===== src/rtl/mul_sequencer.sv =====
// rtl/mul_sequencer.sv - multi-cycle shift-add unsigned multiply sequencer
module mul_sequencer #(
   parameter int XLEN       = 32,
   parameter bit EARLY_TERM = 1'b1,
   parameter int RD_W       = 5
) (
   input  logic            clk,
   input  logic            rst_n,
   input  logic            start_i,
   input  logic            flush_i,
   input  logic [XLEN-1:0] op_a_i,
   input  logic [XLEN-1:0] op_b_i,
   input  logic [RD_W-1:0] rd_i,
   output logic            stall_o,
   output logic            busy_o,
   output logic            wb_valid_o,
   output logic [RD_W-1:0] wb_rd_o,
   output logic [XLEN-1:0] result_lo_o,
   output logic [XLEN-1:0] result_hi_o
);

   localparam int CNT_W = (XLEN > 1) ? $clog2(XLEN) : 1;

   typedef enum logic [1:0] {
      S_IDLE = 2'd0,
      S_RUN  = 2'd1,
      S_DONE = 2'd2
   } state_t;

   state_t              state_q, state_d;
   logic [2*XLEN-1:0]   acc_q, acc_d;
   logic [2*XLEN-1:0]   mcand_q, mcand_d;
   logic [XLEN-1:0]     mplier_q, mplier_d;
   logic [CNT_W-1:0]    cnt_q, cnt_d;
   logic [RD_W-1:0]     rd_q, rd_d;
   logic [XLEN-1:0]     mplier_shift;
   logic                last_iter;

   // Iteration ends after the XLEN-th step, or early once the remaining multiplier bits are all zero.
   always_comb begin
      mplier_shift = mplier_q >> 1;
      last_iter    = (cnt_q == CNT_W'(XLEN - 1)) || (EARLY_TERM && (mplier_shift == '0));
   end

   // Next-state, datapath update and handshake outputs; stall and write strobe react to flush in the same cycle.
   always_comb begin
      state_d    = state_q;
      acc_d      = acc_q;
      mcand_d    = mcand_q;
      mplier_d   = mplier_q;
      cnt_d      = cnt_q;
      rd_d       = rd_q;
      stall_o    = 1'b0;
      wb_valid_o = 1'b0;
      case (state_q)
         S_IDLE: begin
            stall_o = start_i & ~flush_i;
            if (start_i && !flush_i) begin
               mcand_d  = {{XLEN{1'b0}}, op_a_i};
               mplier_d = op_b_i;
               acc_d    = '0;
               cnt_d    = '0;
               rd_d     = rd_i;
               state_d  = S_RUN;
            end
         end
         S_RUN: begin
            if (flush_i) begin
               state_d = S_IDLE;
            end else begin
               stall_o = 1'b1;
               if (mplier_q[0]) begin
                  acc_d = acc_q + mcand_q;
               end
               mcand_d  = mcand_q << 1;
               mplier_d = mplier_shift;
               cnt_d    = cnt_q + CNT_W'(1);
               if (last_iter) begin
                  state_d = S_DONE;
               end
            end
         end
         S_DONE: begin
            wb_valid_o = ~flush_i;
            state_d    = S_IDLE;
         end
         default: begin
            state_d = S_IDLE;
         end
      endcase
   end

   // State and datapath registers with synchronous active-low clear.
   always_ff @(posedge clk) begin
      if (!rst_n) begin
         state_q  <= S_IDLE;
         acc_q    <= '0;
         mcand_q  <= '0;
         mplier_q <= '0;
         cnt_q    <= '0;
         rd_q     <= '0;
      end else begin
         state_q  <= state_d;
         acc_q    <= acc_d;
         mcand_q  <= mcand_d;
         mplier_q <= mplier_d;
         cnt_q    <= cnt_d;
         rd_q     <= rd_d;
      end
   end

   // The accumulator doubles as the result holding register until the next accepted start.
   always_comb begin
      busy_o      = (state_q != S_IDLE);
      wb_rd_o     = rd_q;
      result_lo_o = acc_q[XLEN-1:0];
      result_hi_o = acc_q[2*XLEN-1:XLEN];
   end

endmodule


===== config.mk =====
export PLATFORM = sky130hd
export DESIGN_NAME = mul_sequencer
export DESIGN_NICKNAME = d
export VERILOG_FILES = /design/src/rtl/mul_sequencer.sv
export SDC_FILE = /design/constraint.sdc
export NUM_CORES = 1
export LEC_CHECK = 0
export BUFFER_PORTS_ARGS = -buffer_cell sky130_fd_sc_hd__buf_4
export CORE_ASPECT_RATIO = 1.1
export CORE_MARGIN = 2
export CORE_UTILIZATION = 54
export CTS_BUF_LIST = sky130_fd_sc_hd__clkbuf_4 sky130_fd_sc_hd__clkbuf_8
export DETAILED_ROUTE_END_ITERATION = 6
export GPL_TIMING_DRIVEN = 0
export PLACE_DENSITY = 0.83
export SLEW_MARGIN = 20
export SYNTH_ARGS = -nofsm -noshare
export SYNTH_HDL_FRONTEND = slang
export SYNTH_SLANG_ARGS = --single-unit

===== constraint.sdc =====
create_clock -name clk -period 3.35 [get_ports clk]
set_input_delay 0.5025 -clock clk [delete_from_list [all_inputs] [get_ports clk]]
set_output_delay 0.5025 -clock clk [all_outputs]
set_load 0.02 [all_outputs]

# --- Word level (Yosys, flattened, before mapping) ---
# Index checks and enable logic that the tools add are counted.
# Widths: inputs -> output; s select.
word_totals:
  reg_bits: 172
  out_inout_bits: 72
  in_bits: 73
  word_cells: 48
op_classes:
  n_reduce_logical: 11
  n_eq_ne: 7
  bitwise: 2
  muxes: 20
  addsub: 2
ops:
  columns: ["cell", "n"]
  rows:
  - ["$mux 64", 5]
  - ["$pmux 64 s2", 2]
  - ["$add 64x64->64", 1]
  - ["$mux 32", 2]
  - ["$pmux 32 s2", 1]
  - ["$logic_not 32->1", 1]
  - ["$mux 5", 2]
  - ["$pmux 5 s2", 1]
  - ["$mux 2", 3]
  - ["$ne 2x2->1 const B", 3]
  - ["$add 5x1->5 const B", 1]
  - ["$eq 5x5->1 const B", 1]
  - ["$pmux 2 s2", 1]
  - ["$reduce_and 2->1", 2]
  - ["$reduce_and 4->1", 1]
  - ["$reduce_bool 2->1", 2]
  - ["$ne 3x3->1 const B", 1]
  - ["$reduce_and 3->1", 1]
  - ["$eq 2x1->1 const B", 1]
  - ["$eq 2x2->1 const B", 1]
  - ["$logic_not 2->1", 1]
  - ["$mux 1", 2]
  - ["$pmux 1 s2", 1]
  - ["$and 1x1->1", 1]
  - ["other kinds (4)", 4]

# --- Logic depth before layout (Yosys ltp) ---
depth:
  ltp_word: 5
  ltp_mapped: 13
  ltp_nobuf: 13

# --- Least setup slack after synthesis ---
# OpenSTA, ideal clock, no wires.
synth_timing:
  path_kind: "register -> register"
  from: "register acc_q[0]"
  to: "register acc_q[58]"
  n_path_buf: 0
  setup_time_ps: 117
  t_required_ps: 3233
  path_slack_ps: -18
  t_arrival_ps: 3250
  synth_period_minus_slack_ps: 3368
  stages_incl_launch_ff: 14
  path_cell_list: "dfxtp_1 > ha_1 > inv_1 > fa_1 > nand2b_1 > a21oi_2 > o41a_4 > a41oi_4 > o311a_4 > a311oi_2 > nor2_2 > o21bai_2 > mux2_4 > a32o_1"
synth_via:
  elab_chain_cells: 4
synth_lines:
  columns: ["element", "line_no", "text"]
  rows:
  - ["from (decl)", "31", "logic [2*XLEN-1:0] acc_q, acc_d;"]
  - ["from (signal assigned)", "97", "acc_q <= '0;"]
  - ["from (signal assigned)", "104", "acc_q <= acc_d;"]
  - ["$add 64x64->64", "73", "acc_d = acc_q + mcand_q;"]
  - ["$mux 64", "72", "if (mplier_q[0]) begin"]
  - ["$mux 64", "68", "if (flush_i) begin"]
  - ["$pmux 64 s2", "55", "case (state_q)"]
# Every way passes these cells. The select of a mux whose other input is x is not followed.
# A chain may end at the register's enable or synchronous reset.

# --- Final worst setup path ---
layout_timing:
  from: "register mcand_q[0]"
  to: "register acc_q[58]"
layout_via:
  elab_chain_cells: 4
layout_lines:
  columns: ["element", "line_no", "text"]
  rows:
  - ["from (decl)", "32", "logic [2*XLEN-1:0] mcand_q, mcand_d;"]
  - ["from (signal assigned)", "105", "mcand_q <= mcand_d;"]
  - ["$add 64x64->64", "73", null]
  - ["$mux 64", "72", null]
  - ["$mux 64", "68", null]
  - ["$pmux 64 s2", "55", null]
# Every way passes these cells. The select of a mux whose other input is x is not followed.

==> impl_metrics.csv <==
group,metric,value,unit
critical_path,worstSetupPathType,"flip-flop to flip-flop",
detailed_routing,drtAntennaViolNets,0,
finish,layout.cells.non_filler,1663,
power_and_ir_drop,power_density,350,nW/µm²
die,row_count,53,
place,dp_hpwl,21800,µm
place,port_buffers,144,
clock_network,h-tree-depth,4,
global_routing,grt_pass1_vias,9347,
clock_network,cts_root_buffer,"clkbuf_8",
die,die_w,136,µm
sta,fmax,299,MHz
global_routing,grt_use_met3,0.0469,
power_and_ir_drop,ir_drop,0.000257,V
place,dp.cells,1620,
synth,syn_area,10300,µm²
clock_network,clk_latency,0.50,ns
finish,layout_common_cells,"nor2_1, dfxtp_1, buf_4, nand2_1, a21oi_1",
critical_path,slowest_stage,"o311a_4",
critical_path,critPathMaxFanout,4,
critical_path,cp.required,3.74,ns
sta,finalHoldViolations,0,
detailed_routing,via_count,10000,
synth,ys_ff_latch,172,
place,gp_congestion,0.951,
sta,rsz0062_at_grt,"yes",
finish,fillers,1604,
die,die_h,149,µm
critical_path,max_stage_delay,0.43,ns
global_routing,antenna_found_initial,0,
sta,setup_viol,0,
global_routing,use_met2,0.462,
clock_network,cts_made_buffers,17,
sta,tightest_slew,0.750,ns
finish,drive_gt1_frac,0.184,
power_and_ir_drop,p_leak,5.60,nW
critical_path,endpoint_kind,"flip-flop",
die,initial_core_util,0.545,
die,die_area,20300,µm²
synth,synth_edf_count,0,
finish,areaGrowthSynthToFinish,19.8,%
synth,async_flop_share,0,
synth,yosysSeqAreaShare,0.333,
synth,yosysUniqueCellTypes,82,
sta,clock_skew,0.0241,ns
synth,synth_area_per_cell,8.41,µm²
critical_path,crit_arrival,3.73,ns
synth,synth_nets,1368,
global_routing,grt_max_degree,22,
job,maxCapViolCount,0,
detailed_routing,drt-pass1-iter-count,6,
die,pin_count,145,
clock_network,cts_tree,"built",
clock_network,clockBufferDepth,2,
detailed_routing,drt-initial-drc-count,703,
run_status,outcome,"finished clean",
critical_path,cpLargestDelayFamily,"compound AO/OA/AOI/OAI gates",
sta,max-slew-margin-rel,0.499,
detailed_routing,drc,0,
synth,synth_warnings,0,
detailed_routing,wire_per_inst,17.2,µm
global_routing,gr-usage-met1,0.358,
finish,insertedDiodeCount,0,
global_routing,gr-max-usage-layer,"met2",
finish,utilization,0.653,
sta,period_needed,3.34,ns
clock_network,cts_sinks,172,
critical_path,worstSetupStartpointType,"flip-flop",
detailed_routing,drt-total-wl,28500,µm
clock_network,clk_pin_slew_worst_paths,0.11,ns
detailed_routing,via_per_inst,6.02,
global_routing,grt_usage,0.277,
sta,finalCritPeriodShare,0.997,
global_routing,grt-ovfl-total,0,
sta,finalMaxSlewViolations,0,
hold_path,hp-class,"primary input to flip-flop",
clock_network,hold_buffers,0,
power_and_ir_drop,power,0.00434,W
finish,final_common_cell,"nor2_1",
global_routing,grt_pass1_wl,45100,µm
synth,netlist_instances,1229,
synth,ys.flop_type,"dfxtp_1",
critical_path,cp.buffers_inverters,1,
critical_path,path_cells,"ha_4 > inv_2 > fa_2 > nand2b_4 > a21oi_4 > o41a_4 > a41oi_4 > o311a_4 > a311oi_4 > nor2_2 > o21bai_2 > mux2_4 > a32o_1",
finish,layout.nets,1542,
die,core-area,19000,µm²
stage by stage:
| stage | setup TNS (ns) | cell area (µm²) | hold WS, ns | worst slack, ns |
|---|---|---|---|---|
| finish | 0 | 12400 | 0.245 | 0.00921 |
| global route | -0.0835 | 12400 | 0.238 | -0.0563 |
| CTS | 0 | 12200 | 0.236 | 0.00938 |
| detailed placement | -0.593 | 11700 | 0.447 | -0.258 |
| global placement | -0.535 | 11700 | 0.443 | -0.285 |
| floorplan | 0 | 10300 | 0.472 | 0.0701 |
timing repair:
item,CTS,global route
pin swaps,6,12
endpoints found under the setup margin,5,7
buffers inserted,2,10
gates cloned,0,0
resized for setup,7,14
layer usage:
| layer | wire (µm) | part of all wire |
|---|---|---|
| met1 | 12500 | 0.44 |
| met2 | 13700 | 0.48 |
| met3 | 1550 | 0.054 |
| met4 | 807 | 0.028 |
| met5 | 0 | 0 |
where the power goes:
part / internal, W / switching, W / total (W)
clock: 0.000593 / 0.000969 / 0.00156
combinational: 0.000242 / 0.000348 / 0.000590
sequential: 0.00212 / 0.0000657 / 0.00219
total: 0.00296 / 0.00138 / 0.00434
cell usage after synthesis, drive strengths merged, types with 2 or more instances:
cell	count	share of area
a211o	2	0.0017
a211oi	66	0.048
a21boi	4	0.0029
a21o	45	0.033
a21oi	83	0.041
a221oi	2	0.0023
a22o	4	0.0034
a22oi	63	0.046
a31o	4	0.0034
a31oi	12	0.0079
a32o	2	0.0019
a32oi	2	0.0017
a41oi	4	0.0059
and2	4	0.0027
and3	8	0.0048
buf	23	0.012
clkbuf	64	0.024
dfxtp	172	0.33
ha	65	0.079
inv	16	0.0058
mux2i	64	0.062
nand2	82	0.030
nand2b	11	0.0067
nand3	10	0.0048
nand4	25	0.016
nor2	172	0.063
nor2b	4	0.0024
nor3	14	0.0068
nor3b	3	0.0022
nor4	10	0.0061
o211ai	10	0.0082
o21a	4	0.0029
o21ai	62	0.030
o21bai	10	0.0076
o221ai	4	0.0034
o31ai	3	0.0027
or2	3	0.0018
or3	13	0.0082
xnor2	37	0.031
xor2	23	0.019
sequential cells by signal, indices dropped and copies added (netlist names):
signal / count
wb_rd_o: 5
cnt_q: 5
acc_q: 64
state_q: 2
mplier_q: 32
mcand_q: 64
path summary, 6_finish.rpt:
check | from | to | slack (ns) | cells past startpoint
max | mcand_q[0]$_SDFFE_PN0P_ | acc_q[58]$_SDFFE_PN0P_ | 0.009 | 13
max reg2reg | mcand_q[0]$_SDFFE_PN0P_ | acc_q[58]$_SDFFE_PN0P_ | 0.009 | 13
min reg2reg | wb_rd_o[1]$_SDFFE_PN0P_ | wb_rd_o[1]$_SDFFE_PN0P_ | 0.46 | 2
min | rd_i[1] | wb_rd_o[1]$_SDFFE_PN0P_ | 0.24 | 3
cell families (layout without fill, tap and decap cells):
| group | count (synthesis) | in the layout | share of synthesized area |
|---|---|---|---|
| multiplexers | 65 | 65 | 0.0634 |
| XOR/XNOR | 60 | 60 | 0.0508 |
| buffers and inverters | 107 | 294 | 0.0476 |
| AO/OA/AOI/OAI | 395 | 395 | 0.265 |
| AND/OR/NAND/NOR | 364 | 364 | 0.159 |
| adder cells (fa/ha/maj) | 66 | 66 | 0.0806 |
| flip-flops | 172 | 172 | 0.333 |
tightest hold or removal path, cell delays in order:
cell     delay, ns
buf_4         0.11
nand2_1       0.05
a21oi_1       0.05
layout make-up:
type / count / area [µm²] / share of cell area
timing repair buffer: 156 / 1170 / 0.0946
clock buffer: 17 / 234 / 0.0189
multi-input combinational: 950 / 6530 / 0.527
sequential: 172 / 3450 / 0.278
inverter: 17 / 63.8 / 0.00515
clock inverter: 15 / 206 / 0.0167
tap: 247 / 309 / 0.0250
buffer: 89 / 424 / 0.0343
Power figures use the tool's default switching activity.
